==> config.mk <==
export PLATFORM = sky130hd
export DESIGN_NAME = mem_arbiter2
export DESIGN_NICKNAME = d
export VERILOG_FILES = /design/src/rtl/mem_arb_pkg.sv /design/src/rtl/rr_arbiter2.sv /design/src/rtl/mem_arbiter2.sv
export SDC_FILE = /design/constraint.sdc
export NUM_CORES = 1
export LEC_CHECK = 0
export CAP_MARGIN = 20
export CORE_AREA = 5 5 360 362
export DETAILED_ROUTE_END_ITERATION = 7
export DIE_AREA = 0 0 365 367
export PLACE_DENSITY = 0.38
export SETUP_SLACK_MARGIN = 0.02
export SYNTH_ARGS = -nofsm -noshare
export SYNTH_HDL_FRONTEND = slang
export SYNTH_HIERARCHICAL = 1
export SYNTH_SLANG_ARGS = --single-unit
==> constraint.sdc <==
create_clock -name clk -period 1.6 [get_ports clk]
set_input_delay 0.32 -clock clk [delete_from_list [all_inputs] [get_ports clk]]
set_output_delay 0.32 -clock clk [all_outputs]
set_load 0.05 [all_outputs]
==> src/rtl/mem_arb_pkg.sv <==
// Shared types and tag helpers for the two-client memory port arbiter.
package mem_arb_pkg;

    typedef enum logic [1:0] {
        IDLE,
        REQ,
        WDATA
    } state_t;

    typedef logic client_id_t;

    // Build a memory-side tag by placing the client ID above the client-local tag.
    function automatic logic [31:0] mk_tag(input client_id_t id, input logic [31:0] tag,
                                           input int tag_bits);
        logic [31:0] id_bit;
        id_bit = {31'b0, id} << (tag_bits - 1);
        return id_bit | tag;
    endfunction

    // Recover the client ID from the top bit of a memory-side tag.
    function automatic client_id_t tag_id(input logic [31:0] tag, input int tag_bits);
        logic [31:0] shifted;
        shifted = tag >> (tag_bits - 1);
        return shifted[0];
    endfunction

endpackage

==> src/rtl/rr_arbiter2.sv <==
// Two-way round-robin pick: a lone requester wins, ties go to the client
// that did not win last time.
module rr_arbiter2
    import mem_arb_pkg::*;
(
    input  logic [1:0] valid,
    input  client_id_t last_grant,
    output logic       any,
    output client_id_t grant
);

    // Combinational pick; the caller registers the result.
    always_comb begin
        any   = |valid;
        grant = 1'b0;
        if (valid == 2'b11) begin
            grant = ~last_grant;
        end else if (valid[1]) begin
            grant = 1'b1;
        end
    end

endmodule

==> src/rtl/mem_arbiter2.sv <==
// Shares one memory request/write-data port between the icache (client 0)
// and the dcache (client 1); responses are routed back by the tag's top bit.
module mem_arbiter2
    import mem_arb_pkg::*;
#(
    parameter int ADDR_BITS   = 28,
    parameter int DATA_BITS   = 128,
    parameter int TAG_BITS    = 5,
    parameter int WRITE_BEATS = 4
) (
    input  logic                   clk,
    input  logic                   reset,

    input  logic                   c0_req_valid,
    output logic                   c0_req_ready,
    input  logic                   c0_req_rw,
    input  logic [ADDR_BITS-1:0]   c0_req_addr,
    input  logic [TAG_BITS-2:0]    c0_req_tag,
    input  logic                   c0_req_data_valid,
    output logic                   c0_req_data_ready,
    input  logic [DATA_BITS-1:0]   c0_req_data_bits,
    input  logic [DATA_BITS/8-1:0] c0_req_data_mask,
    output logic                   c0_resp_valid,
    output logic [TAG_BITS-2:0]    c0_resp_tag,
    output logic [DATA_BITS-1:0]   c0_resp_data,

    input  logic                   c1_req_valid,
    output logic                   c1_req_ready,
    input  logic                   c1_req_rw,
    input  logic [ADDR_BITS-1:0]   c1_req_addr,
    input  logic [TAG_BITS-2:0]    c1_req_tag,
    input  logic                   c1_req_data_valid,
    output logic                   c1_req_data_ready,
    input  logic [DATA_BITS-1:0]   c1_req_data_bits,
    input  logic [DATA_BITS/8-1:0] c1_req_data_mask,
    output logic                   c1_resp_valid,
    output logic [TAG_BITS-2:0]    c1_resp_tag,
    output logic [DATA_BITS-1:0]   c1_resp_data,

    output logic                   mem_req_valid,
    input  logic                   mem_req_ready,
    output logic                   mem_req_rw,
    output logic [ADDR_BITS-1:0]   mem_req_addr,
    output logic [TAG_BITS-1:0]    mem_req_tag,
    output logic                   mem_req_data_valid,
    input  logic                   mem_req_data_ready,
    output logic [DATA_BITS-1:0]   mem_req_data_bits,
    output logic [DATA_BITS/8-1:0] mem_req_data_mask,
    input  logic                   mem_resp_valid,
    input  logic [TAG_BITS-1:0]    mem_resp_tag,
    input  logic [DATA_BITS-1:0]   mem_resp_data
);

    localparam int BEAT_W = (WRITE_BEATS > 1) ? $clog2(WRITE_BEATS) : 1;
    localparam logic [BEAT_W-1:0] LAST_BEAT = BEAT_W'(WRITE_BEATS - 1);

    state_t            state, state_next;
    client_id_t        grant, grant_next;
    client_id_t        last_grant, last_grant_next;
    logic [BEAT_W-1:0] beat_cnt, beat_cnt_next;

    logic              arb_any;
    client_id_t        arb_grant;

    logic                   g_req_valid;
    logic                   g_req_rw;
    logic [ADDR_BITS-1:0]   g_req_addr;
    logic [TAG_BITS-2:0]    g_req_tag;
    logic                   g_data_valid;
    logic [DATA_BITS-1:0]   g_data_bits;
    logic [DATA_BITS/8-1:0] g_data_mask;

    rr_arbiter2 u_rr (
        .valid      ({c1_req_valid, c0_req_valid}),
        .last_grant (last_grant),
        .any        (arb_any),
        .grant      (arb_grant)
    );

    assign g_req_valid  = grant ? c1_req_valid      : c0_req_valid;
    assign g_req_rw     = grant ? c1_req_rw         : c0_req_rw;
    assign g_req_addr   = grant ? c1_req_addr       : c0_req_addr;
    assign g_req_tag    = grant ? c1_req_tag        : c0_req_tag;
    assign g_data_valid = grant ? c1_req_data_valid : c0_req_data_valid;
    assign g_data_bits  = grant ? c1_req_data_bits  : c0_req_data_bits;
    assign g_data_mask  = grant ? c1_req_data_mask  : c0_req_data_mask;

    // Responses carry no backpressure, so route them straight through by tag ID.
    assign c0_resp_valid = mem_resp_valid & (tag_id(32'(mem_resp_tag), TAG_BITS) == 1'b0);
    assign c1_resp_valid = mem_resp_valid & (tag_id(32'(mem_resp_tag), TAG_BITS) == 1'b1);
    assign c0_resp_tag   = mem_resp_tag[TAG_BITS-2:0];
    assign c1_resp_tag   = mem_resp_tag[TAG_BITS-2:0];
    assign c0_resp_data  = mem_resp_data;
    assign c1_resp_data  = mem_resp_data;

    // State, grant and beat registers; client 0 wins the first tie after reset.
    always_ff @(posedge clk or posedge reset) begin
        if (reset) begin
            state      <= IDLE;
            grant      <= 1'b0;
            last_grant <= 1'b1;
            beat_cnt   <= '0;
        end else begin
            state      <= state_next;
            grant      <= grant_next;
            last_grant <= last_grant_next;
            beat_cnt   <= beat_cnt_next;
        end
    end

    // Next-state logic and port muxing; only the granted client ever sees a ready.
    always_comb begin
        state_next         = state;
        grant_next         = grant;
        last_grant_next    = last_grant;
        beat_cnt_next      = beat_cnt;
        mem_req_valid      = 1'b0;
        mem_req_rw         = 1'b0;
        mem_req_addr       = '0;
        mem_req_tag        = '0;
        mem_req_data_valid = 1'b0;
        mem_req_data_bits  = '0;
        mem_req_data_mask  = '0;
        c0_req_ready       = 1'b0;
        c1_req_ready       = 1'b0;
        c0_req_data_ready  = 1'b0;
        c1_req_data_ready  = 1'b0;

        unique case (state)
            IDLE: begin
                if (arb_any) begin
                    grant_next = arb_grant;
                    state_next = REQ;
                end
            end
            REQ: begin
                mem_req_valid = g_req_valid;
                mem_req_rw    = g_req_rw;
                mem_req_addr  = g_req_addr;
                mem_req_tag   = TAG_BITS'(mk_tag(grant, 32'(g_req_tag), TAG_BITS));
                if (grant) begin
                    c1_req_ready = mem_req_ready;
                end else begin
                    c0_req_ready = mem_req_ready;
                end
                if (g_req_valid && mem_req_ready) begin
                    last_grant_next = grant;
                    if (g_req_rw) begin
                        beat_cnt_next = '0;
                        state_next    = WDATA;
                    end else begin
                        state_next = IDLE;
                    end
                end
            end
            WDATA: begin
                mem_req_data_valid = g_data_valid;
                mem_req_data_bits  = g_data_bits;
                mem_req_data_mask  = g_data_mask;
                if (grant) begin
                    c1_req_data_ready = mem_req_data_ready;
                end else begin
                    c0_req_data_ready = mem_req_data_ready;
                end
                if (g_data_valid && mem_req_data_ready) begin
                    if (beat_cnt == LAST_BEAT) begin
                        beat_cnt_next = '0;
                        state_next    = IDLE;
                    end else begin
                        beat_cnt_next = beat_cnt + 1'b1;
                    end
                end
            end
            default: state_next = IDLE;
        endcase
    end

endmodule

==> results by group <==
STA
  – Worst setup margin: -0.611 ns
  – Final Hold Vio Count: 0
  – Setup-failing EPs final: 188
  – Max-Slew Margin vs Limit: a little over three fifths
  – Setup TNS: -90.20 ns
  – RSZ-0062 raised after global routing: true
  – Final Critical Period: 2.21 ns
  – Clock Skew: 0.0125 ns
  – Slew Limit Fails: 0
  – Measured slew at the worst slew-check pin: 0.560 ns
  – Period utilisation layout: 138%
  – Fmax: 0.452 GHz

Routing
  – DRT Pass-1 Iters: 4
  – Avg WL per Cell: 23.2 um
  – Drt first-iter violations: 168
  – Routed WL: 63800 um
  – DRC errors left: 0
  – Post-DR vias/cell: 2.29
  – Vias post-DR: 6286
  – Antenna-violating nets left: 0

Synthesis
  – Area contributors post-synth: buf_4 41%, mux2i_1 30%, nor2_1 12%
  – Library cells used by synthesis: 29
  – Syn_area_per_cell: 7.23 um^2
  – Commonest register cell after synthesis: dfrtp_1
  – Mapped Cells: between 600 and 700
  – Synthesized cell area: approximately 0.0048 mm^2
  – Async SR Flop Fraction: 100%
  – Post-synth EDFFs: 0
  – Top cell type's share of synthesized area: 40.9%
  – YS warnings: 6
  – Synthesis-stage register bit count: 6
  – Seq/Total Area, Yosys: 3.12%
  – Cell taking the most area after synthesis: buf_4
  – Syn_nets: 1168

CTS
  – Max Buffers Root-to-Sink: 2
  – Root Driver: clkbuf_16
  – Clk sink count: 6
  – CTS Buf Count: 3
  – # H-tree levels: 1
  – Clk_lat worst skew: 0.25 ns
  – CTS tree: done
  – Clk slew on worst S/H paths: 0.05 ns
  – Cts hold-fix bufs: 0

Die
  – Full die area: 0.134 mm^2
  – Initial Util: 3.84%
  – Chip Height: between 300 and 400 um
  – Die width: approximately 370 um
  – Io pins: 946
  – Rows: 131
  – Core footprint: 0.126 mm^2

Power and ir drop
  – Pwr/cell area: around 1300 mW/mm^2
  – Final Total Pwr: 21.4 mW
  – Static leakage: 5.48 nW
  – VDD IR max: 1.04 mV

Layout
  – Filler cell count: 14200
  – Commonest non-fill, non-tap cells in the layout: 363 x clkdlybuf4s50_1, 203 x buf_12, 113 x nor2_4
  – Final #Nets: 1578
  – Layout area overhead: 242%
  – Area of the multi-input gates: 0.00498 mm^2
  – Commonest non-fill, non-tap cell in the layout: clkdlybuf4s50_1
  – Register area: 155 um^2
  – Final core occ: 13.1%
  – Share of cells above drive strength 1: 61.1%

Worst setup path
  – Reg2Reg Depth: 5
  – Critical path data arrival time: 1.89 ns
  – CP Data Required Time: about 1.3 ns
  – Crit path max fanout: 10
  – Crit. End Element: output port
  – CP Class: reg -> out
  – Crit start category: register

Global routing
  – Largest net degree at the start of global routing: 50
  – GRT Overall Usage: 8.93%
  – GR Overflow Total: 0
  – Vias in the first global route: 6983
  – First-pass GRT wire length: 77900 um
  – Initial antenna violation count: 14

Placed design
  – Post-DP HPWL: 56400 um
  – Placer Congestion: 0.714
  – # port buffers: 549
  – Pre-CTS WS: -1.00 ns

Run status
  – Failing checks: negative setup slack
  – Status: complete, but fails checks

Hold path
  – Hold Crit Class: in -> async

Job
  – Max Cap Violations: 0
[metal layers]
layer	global-route usage (%)	share of wire, %	wire (um)
met1	10.6	39	25000
met2	14.4	45	28900
met3	5.60	15	9570
met5	0	0.086	55
met4	0.535	0.47	302
[Yosys cell counts (2+ instances only)]
library cell and instances:
nor2_1 154, a31o_1 2, clkbuf_1 10, mux2_2 2, mux2i_1 147, nand2_1 3, a22o_1 32, dfrtp_1 5
nor3_1 3, buf_2 29, inv_1 3, buf_4 264
[metrics by stage]
| stage | instances | cell area, um^2 | hold WS (ns) |
|---|---|---|---|
| final | 2746 | 16600 | 0.385 |
| after global placement | 2708 | 14200 | 0.498 |
| after CTS | 2736 | 16000 | 0.376 |
| after floorplan | 671 | 5990 | 0.110 |
| after global routing | 2744 | 16600 | 0.422 |
| after detailed placement | 2708 | 14200 | 0.503 |
[cells by family after synthesis]
| logic type | after synthesis | share of synthesized area, % |
|---|---|---|
| buffers and inverters | 307 | 45.1 |
| AND/OR/NAND/NOR | 171 | 14.1 |
| multiplexers | 149 | 30.8 |
| AO/OA/AOI/OAI | 37 | 6.55 |
| flip-flops | 6 | 3.12 |
| adder cells (fa/ha/maj) | 1 | 0.258 |
[sequential cells by signal, indices dropped and copies added, names as in the netlist]
| name | flops |
|---|---|
| state | 2 |
| last_grant | 1 |
| grant | 1 |
| beat_cnt | 2 |
[critical path, cell delays in order (launching register included)]
cell     delay, ns
dfrtp_4       0.54
buf_16        0.18
buf_8         0.15
nor2_4        0.12
buf_12        0.15
buf_12        0.15
a22o_4        0.17
buf_12        0.14
[path summary, 6_finish.rpt]
check                      slack [ns]   startpoint             end
min in group clk                 0.51  beat_cnt[1]     beat_cnt[1]
max                             -0.61        grant  mem_req_tag[1]
min reg2reg                      0.51  beat_cnt[1]     beat_cnt[1]
min                              0.39        reset           grant
max reg2reg                     -0.33        grant     beat_cnt[0]
max in group asynchronous        0.86        reset      last_grant
[final cells by class]
| type | instances | area share [%] |
|---|---|---|
| Timing Repair Buffer | 709 | 55.9 |
| Tap cell | 1662 | 12.5 |
| Clock buffer | 4 | 0.475 |
| Multi-Input combinational cell | 358 | 30.0 |
| Sequential cell | 6 | 0.935 |
| Antenna cell | 4 | 0.0603 |
| Inverter | 3 | 0.0905 |
[where the power goes]
group	internal [mW]	total, mW	switching, mW
Clock	0.336	0.470	0.134
Sequential	0.225	0.299	0.0739
Combinational	10.7	20.7	9.97
[what timing repair did]
action / in CTS / in global routing
gates cloned: 7 / 1
endpoints found under the setup margin: 189 / 190
buffers inserted: 24 / 10
pin swaps: 33 / 17
gates resized for setup: 282 / 104
Power figures use the tool's default switching activity.
